**config.mk**
```make
export PLATFORM = sky130hd
export DESIGN_NAME = fifo_wr_arbiter
export DESIGN_NICKNAME = d
export VERILOG_FILES = /design/src/rtl/fifo_wr_arbiter.sv
export SDC_FILE = /design/constraint.sdc
export NUM_CORES = 1
export LEC_CHECK = 0
export ABC_CLOCK_PERIOD_IN_PS = 1600
export CAP_MARGIN = 20
export CORE_MARGIN = 4
export CORE_UTILIZATION = 38
export DETAILED_ROUTE_END_ITERATION = 8
export HOLD_SLACK_MARGIN = 0.02
export PLACE_DENSITY = 0.85
export SKIP_CTS_REPAIR_TIMING = 1
export SLEW_MARGIN = 30
export SYNTH_ARGS = -nofsm -noshare
export SYNTH_HDL_FRONTEND = slang
export SYNTH_SLANG_ARGS = --single-unit
```
**constraint.sdc**
```tcl
create_clock -name clk -period 1.6 [get_ports clk]
set_input_delay 0.24 -clock clk [delete_from_list [all_inputs] [get_ports clk]]
set_output_delay 0.24 -clock clk [all_outputs]
set_load 0.02 [all_outputs]
```
**src/rtl/fifo_wr_arbiter.sv**
```systemverilog
// Round-robin arbiter sharing one FIFO write port among NREQ requesters in bursts of up to BURST_LEN beats.
// Optional FIFO_ARB_BEAT_CNT_EN adds a saturating 16-bit count of FIFO writes on port beat_total.
module fifo_wr_arbiter #(
    parameter int unsigned NREQ      = 4,
    parameter int unsigned IDW       = 2,
    parameter int unsigned DW        = 4,
    parameter int unsigned BURST_LEN = 8
) (
    input  logic                 clk,
    input  logic                 rstn,
    input  logic [NREQ-1:0]      req_valid,
    input  logic [NREQ*DW-1:0]   req_data,
    output logic [NREQ-1:0]      req_ready,
    output logic                 fifo_winc,
    output logic [DW-1:0]        fifo_wdata,
    input  logic                 fifo_wfull,
    input  logic                 fifo_prog_full,
    output logic [IDW-1:0]       gnt_id,
    output logic                 busy
`ifdef FIFO_ARB_BEAT_CNT_EN
    ,
    output logic [15:0]          beat_total
`endif
);

    localparam int unsigned CW = 8;

    typedef enum logic {IDLE, BURST} state_t;

    state_t          state_q, state_d;
    logic [CW-1:0]   beat_q, beat_d;
    logic [IDW-1:0]  gnt_q, gnt_d;
    logic [IDW-1:0]  last_q, last_d;
    logic [IDW-1:0]  sel_idx;
    logic [IDW-1:0]  cand;
    logic            sel_found;
    logic            gnt_valid;

    assign gnt_id    = gnt_q;
    assign busy      = (state_q == BURST);
    assign gnt_valid = ((req_valid >> gnt_q) & NREQ'(1)) != '0;

    // First valid requester after the last grant, wrapping modulo NREQ
    always_comb begin
        sel_found = 1'b0;
        sel_idx   = '0;
        cand      = '0;
        for (int unsigned i = 1; i <= NREQ; i++) begin
            cand = IDW'((32'(last_q) + i) % NREQ);
            if (!sel_found && (((req_valid >> cand) & NREQ'(1)) != '0)) begin
                sel_found = 1'b1;
                sel_idx   = cand;
            end
        end
    end

    always_ff @(posedge clk) begin
        if (!rstn) begin
            state_q <= IDLE;
            beat_q  <= '0;
            gnt_q   <= '0;
            last_q  <= IDW'(NREQ - 1);
        end else begin
            state_q <= state_d;
            beat_q  <= beat_d;
            gnt_q   <= gnt_d;
            last_q  <= last_d;
        end
    end

    // Write path is gated by rstn so a reset cycle never commits a partial beat
    always_comb begin
        state_d    = state_q;
        beat_d     = beat_q;
        gnt_d      = gnt_q;
        last_d     = last_q;
        req_ready  = '0;
        fifo_winc  = 1'b0;
        fifo_wdata = '0;
        case (state_q)
            IDLE: begin
                if (sel_found && !fifo_prog_full) begin
                    gnt_d   = sel_idx;
                    last_d  = sel_idx;
                    beat_d  = '0;
                    state_d = BURST;
                end
            end
            BURST: begin
                if (rstn) begin
                    fifo_wdata = DW'(req_data >> (32'(gnt_q) * DW));
                    if (!fifo_wfull) begin
                        req_ready = NREQ'(1) << gnt_q;
                        if (gnt_valid) begin
                            fifo_winc = 1'b1;
                            beat_d    = beat_q + CW'(1);
                            if (beat_q == CW'(BURST_LEN - 1)) begin
                                state_d = IDLE;
                            end
                        end else begin
                            state_d = IDLE;
                        end
                    end
                end
            end
            default: state_d = IDLE;
        endcase
    end

`ifdef FIFO_ARB_BEAT_CNT_EN
    always_ff @(posedge clk) begin
        if (!rstn) begin
            beat_total <= '0;
        end else if (fifo_winc && (beat_total != 16'hFFFF)) begin
            beat_total <= beat_total + 16'd1;
        end
    end
`endif

endmodule

```
==> results of run 1 <==
[critical path, stage by stage (launching register included)]
cell and delay [ps]:
dfxtp_4 420, mux4_2 530, nor2b_4 140, buf_6 120
[metrics by stage]
stage	setup slack (ps)	std cells	hold slack [ps]	util, %	setup TNS [ps]
2_1_floorplan	-68.0	103	312	-	-105
3_3_place_gp	-516	183	465	64.4	-8430
3_5_place_dp	-542	183	496	64.4	-9230
4_1_cts	-637	187	508	65.6	-6950
5_1_grt	-192	189	525	71.9	-1500
6_report	-150	189	507	71.9	-702
[cell families after synthesis]
| group | Yosys count | synth area share (%) |
|---|---|---|
| and+or+nand+nor | 50 | 31.2 |
| AOI/OAI and AO/OA | 27 | 19.8 |
| DFF | 13 | 29.3 |
| buffers and inverters | 7 | 3.94 |
| muxes | 5 | 14.3 |
| adders and majority gates | 1 | 1.41 |
[per-layer routing]
| layer | share of wire [%] | track usage (%) |
|---|---|---|
| met3 | 3.6 | 4.37 |
| met4 | 4.0 | 8.81 |
| met5 | 0 | 0 |
| met2 | 55 | 38.6 |
| met1 | 37 | 19.8 |
[power groups by stage]
stage | Combinational [mW] | Clock (mW) | Sequential, mW
6_report | 0.337 | 0.217 | 0.355
5_1_grt | 0.358 | 0.236 | 0.357
4_1_cts | 0.278 | 0.220 | 0.353
3_5_place_dp | 0.275 | 0 | 0.360
3_3_place_gp | 0.266 | 0 | 0.359
2_1_floorplan | 0.127 | 0 | 0.360
[final cells by class]
cell class	count	area [um^2]	area share, %
sequential	13	268	16.8
tap	28	35.0	2.20
multi-input combinational	83	699	44.0
inverter	4	15.0	0.944
timing repair buffer	57	547	34.4
clock buffer	4	26.3	1.65
[worst max path at each step]
| stage | endpoint | cells past startpoint | startpoint | slack [ps] |
|---|---|---|---|---|
| detailed placement | fifo_winc | 4 | req_valid[2] | -540 |
| CTS | fifo_wdata[3] | 3 | gnt_id[0] | -640 |
| finish | fifo_wdata[1] | 3 | gnt_id[0] | -150 |
| global placement | fifo_winc | 4 | req_valid[3] | -520 |
| global route | fifo_wdata[1] | 3 | gnt_id[0] | -190 |
| floorplan | req_ready[2] | 3 | busy | -70 |
[registers in the layout, indices dropped and copies added, names as in the netlist]
signal / cells
busy: 1
gnt_id: 2
last_q: 2
beat_q: 8
[cells in the final DEF (no fill, tap or decap), drive strengths merged, types with 2 or more instances in the layout]
master         instances
or4                    3
mux4                   5
nand3                  9
or3                    3
nor4                   3
nand2                 14
inv                    3
nand2b                 2
dlymetal6s2s           8
nor2                   4
o21ai                  5
clkdlybuf4s50         18
a21oi                  9
nor2b                  4
a31oi                  3
buf                   29
dfxtp                 13
o21a                   2
clkbuf                 6
==> impl_metrics.py, run 1 <==
metrics = {
    "pwr": {
        "swShare_pct": 31.1,
        "p_leak_nw": 0.700,
        "peakVddDrop_mv": 0.830,
        "power_frac_seq_pct": 39.0,
        "powerDensity_nw_per_um2": 571,
        "pwr-share-clk_pct": 23.9,
        "p_int_mw": 0.626,
        "finalPower_mw": 0.909,
        "p_comb_share_pct": 37.1,
        "p_switching_mw": 0.283,
    },
    "placed_design": {
        "gp_congestion": 0.846,
        "postPlaceCellArea_um2": 1430,
        "port_buffers": 35,
        "hpwl_mm": 2.23,
    },
    "synthesis": {
        "synthArstFlopShare_pct": 0,
        "synth_cells": 103,
        "synth_seq_area_share_pct": 29.3,
        "synth_top_area_share_pct": 29.3,
        "synth_top_flop_cell": "dfxtp_1",
        "synth_top_area_cell": "dfxtp_1",
        "ys_ff_latch": 13,
        "synthTopCellsByCount": "13 x dfxtp_1, 13 x nand2_1, 9 x a21oi_1, 9 x nand3_1, 5 x o21ai_0",
        "synth_cell_types": 38,
        "avgSynthCellArea_um2": 8.64,
        "synth_area_leaders": "dfxtp_1 29%, mux4_1 12%, nand2_1 5.5%, a21oi_1 5.1%, nand3_1 5.1%",
        "synth_nets": 128,
        "syn-cell-area_um2": 890,
        "synth_edf_count": 0,
        "yosysWarningCount": 0,
    },
    "min_path": {
        "worstHoldPathCells": 4,
        "min_to": "last_q[1]",
        "hp-class": "input pin to flip-flop",
        "hold_start": "req_valid[2]",
    },
    "drt": {
        "wl_per_cell_um": 17.3,
        "routed_via_density": 5.59,
        "drc": 0,
        "firstDrtPassIters": 4,
        "ant_nets": 0,
        "finalWirelength_mm": 3.28,
        "vias": 1056,
        "drtIter0Drc": 27,
    },
    "worst_setup_path": {
        "crit_required_ps": 1360,
        "start_kind": "flip-flop",
        "path_class": "flip-flop to output pin",
        "reg2regPathDepth": 6,
        "cp-end-kind": "output pin",
        "r2r_end": "beat_q[4]",
        "ff2ff_setup_slack_ps": 10,
        "critPathArrivalTime_ps": 1510,
        "r2r-start": "gnt_id[1]",
        "cp_max_fo": 7,
    },
    "timing": {
        "final-setup-viol-count": 7,
        "finClkSkew_ps": 5.30,
        "maxSlewViolCount": 0,
        "finalCritPeriodShare_pct": 109,
        "tightest_slew_ps": 319,
        "setup_slack_ps": -150,
        "relSlewSlack_pct": 78.6,
        "period_needed_ps": 1750,
        "rsz0062_at_grt": "yes",
        "clock.fmax_ghz": 0.571,
        "hold_violations": 0,
    },
    "layout": {
        "fin_nets": 187,
        "syn_to_final_growth_pct": 78.8,
        "fin_area_um2": 1590,
        "drive_gt1_share_pct": 45.3,
        "antennaDiodeCount": 0,
        "fillers": 169,
    },
    "floorplan": {
        "initial_core_util_pct": 40.2,
        "pin_count": 36,
        "die_h_um": 56.4,
        "std_cell_rows": 17,
        "die_x_um": 56.4,
        "dieArea_um2": 3180,
        "core_area_um2": 2210,
    },
    "grt": {
        "grt_antenna_before_repair": 0,
        "grt_usage_pct": 19.9,
        "grt_max_degree": 12,
        "grt_pass1_vias": 1085,
        "grt_first_pass_wirelength_mm": 4.92,
        "grt_overflow_total": 0,
    },
    "clock_network": {
        "tritoncts": "yes",
        "cts_sinks": 13,
        "clkLatencyLatePin_ps": 290,
        "root_buffer": "clkbuf_4",
        "cts_max_path_buffers": 2,
        "cts-htree-levels": 1,
        "clk_pin_slew_worst_paths_ps": 80,
        "cts_buffers": 3,
    },
    "job": {
        "max-cap-violations": 0,
    },
    "status": {
        "violations": "negative setup slack",
        "status": "finished with violations",
    },
}
Note: power is estimated with default switching activity, not from simulation.
==> run 2: changes to the inputs <==
Settings changed: PLACE_DENSITY 0.85 to not set, PLACE_DENSITY_LB_ADDON set to 0.05, SLEW_MARGIN 30 to not set.
==> impl_metrics.py, run 2 (same netlist as run 1, synthesis figures left out) <==
metrics = {
    "layout": {
        "drive_gt1_share_pct": 38.2,
        "antennaDiodeCount": 0,
        "final_cell_mix": "19 x clkdlybuf4s50_1, 17 x buf_4, 11 x dfxtp_1, 9 x nand2_1",
        "largest_reg_flops": 8,
        "final_common_cell": "clkdlybuf4s50_1",
        "top_register": "beat_q",
        "fillers": 205,
        "final_cells": 185,
        "syn_to_final_growth_pct": 68.2,
        "area.sequential_um2": 268,
        "multi_input_comb_area_um2": 659,
        "fin_nets": 183,
    },
    "status": {
        "violations": "negative setup slack",
        "status": "finished with violations",
    },
    "drt": {
        "finalWirelength_mm": 2.91,
        "drtIter0Drc": 24,
        "wl_per_cell_um": 15.7,
        "vias": 1015,
        "ant_nets": 0,
        "firstDrtPassIters": 4,
        "routed_via_density": 5.49,
        "drc": 0,
    },
    "grt": {
        "grt_usage_pct": 18.6,
        "grt_first_pass_wirelength_mm": 4.73,
        "grt_overflow_total": 0,
        "grt_pass1_vias": 1065,
        "grt_antenna_before_repair": 0,
        "grt_max_degree": 12,
    },
    "timing": {
        "clock.fmax_ghz": 0.588,
        "rsz0062_at_grt": "yes",
        "finClkSkew_ps": 12.1,
        "setup-tns-final_ps": -493,
        "hold_violations": 0,
        "maxSlewViolCount": 0,
        "finalCritPeriodShare_pct": 106,
        "whs_ps": 488,
        "relSlewSlack_pct": 79.2,
        "final-setup-viol-count": 9,
        "period_needed_ps": 1700,
        "setup_slack_ps": -99.6,
        "tightest_slew_ps": 311,
    },
    "placed_design": {
        "dp_cells": 180,
        "port_buffers": 35,
        "post-place-ws_ps": -565,
        "hpwl_mm": 2.10,
        "gp_congestion": 0.764,
    },
    "floorplan": {
        "pin_count": 36,
        "die_h_um": 56.4,
        "std_cell_rows": 17,
        "dieArea_um2": 3180,
        "die_x_um": 56.4,
        "core_area_um2": 2210,
        "initial_core_util_pct": 40.2,
    },
    "clock_network": {
        "cts_buffers": 3,
        "clkLatencyLatePin_ps": 280,
        "tritoncts": "yes",
        "cts_sinks": 13,
        "root_buffer": "clkbuf_4",
        "cts_max_path_buffers": 2,
        "clk_pin_slew_worst_paths_ps": 80,
        "cts-htree-levels": 1,
    },
    "worst_setup_path": {
        "path_class": "flip-flop to output pin",
        "critPathArrivalTime_ps": 1460,
        "cp_max_fo": 5,
        "start_kind": "flip-flop",
        "cp-end-kind": "output pin",
        "crit_required_ps": 1360,
    },
    "min_path": {
        "hp-class": "flip-flop to flip-flop",
    },
    "pwr": {
        "p_leak_nw": 0.635,
        "powerDensity_nw_per_um2": 584,
        "peakVddDrop_mv": 0.322,
        "finalPower_mw": 0.874,
    },
    "job": {
        "max-cap-violations": 0,
    },
}
==> run 2: cell types whose count changed in the layout (fill, tap and decap cells not counted), sizes merged <==
cell,change
clkbuf,+1
buf,-5
clkdlybuf4s50,+1
dlymetal6s2s,-1
==> run 2: worst max-delay path, stage by stage, from the launching register on <==
cell and delay [ps]:
dfxtp_4 410, mux4_2 490, nor2b_1 140, buf_2 150
==> run 2: cell type report <==
cell class	instances	share of cell area (%)
multi-input cells	83	44.1
repair buffers	53	32.9
flip-flops and latches	13	17.9
well taps	28	2.34
clock buffers	4	1.76
inverters	4	1.00
==> run 2: worst paths after layout <==
| check | start | endpoint | slack (ps) | cells after the start |
|---|---|---|---|---|
| worst max-delay path | gnt_id[0] | fifo_wdata[2] | -100 | 3 |
| worst min-delay path | beat_q[1] | beat_q[1] | 490 | 2 |
| worst max register to register | gnt_id[1] | beat_q[3] | 0 | 6 |
| worst min register to register | beat_q[1] | beat_q[1] | 490 | 2 |
==> run 2: report_power, final <==
group	total, mW	switching, mW	internal, mW
Combinational	0.307	0.133	0.174
Clock	0.215	0.118	0.0965
Sequential	0.352	0.0165	0.336
Total	0.874	0.267	0.607
==> run 2: per-stage QoR <==
step	utilization (%)	area [um^2]
2_1_floorplan	-	912
3_3_place_gp	63.4	1400
3_5_place_dp	63.4	1400
4_1_cts	64.6	1430
5_1_grt	67.6	1500
6_report	67.6	1500
==> run 2: per-layer routing <==
layer | share of wire [%] | global-route usage, % | up-vias
met4 | 0.58 | 7.80 | 0
met3 | 3.9 | 4.37 | 2
met1 | 43 | 22.3 | 495
met5 | 0 | 0 | -
met2 | 53 | 31.6 | 21
li1 | - | - | 497
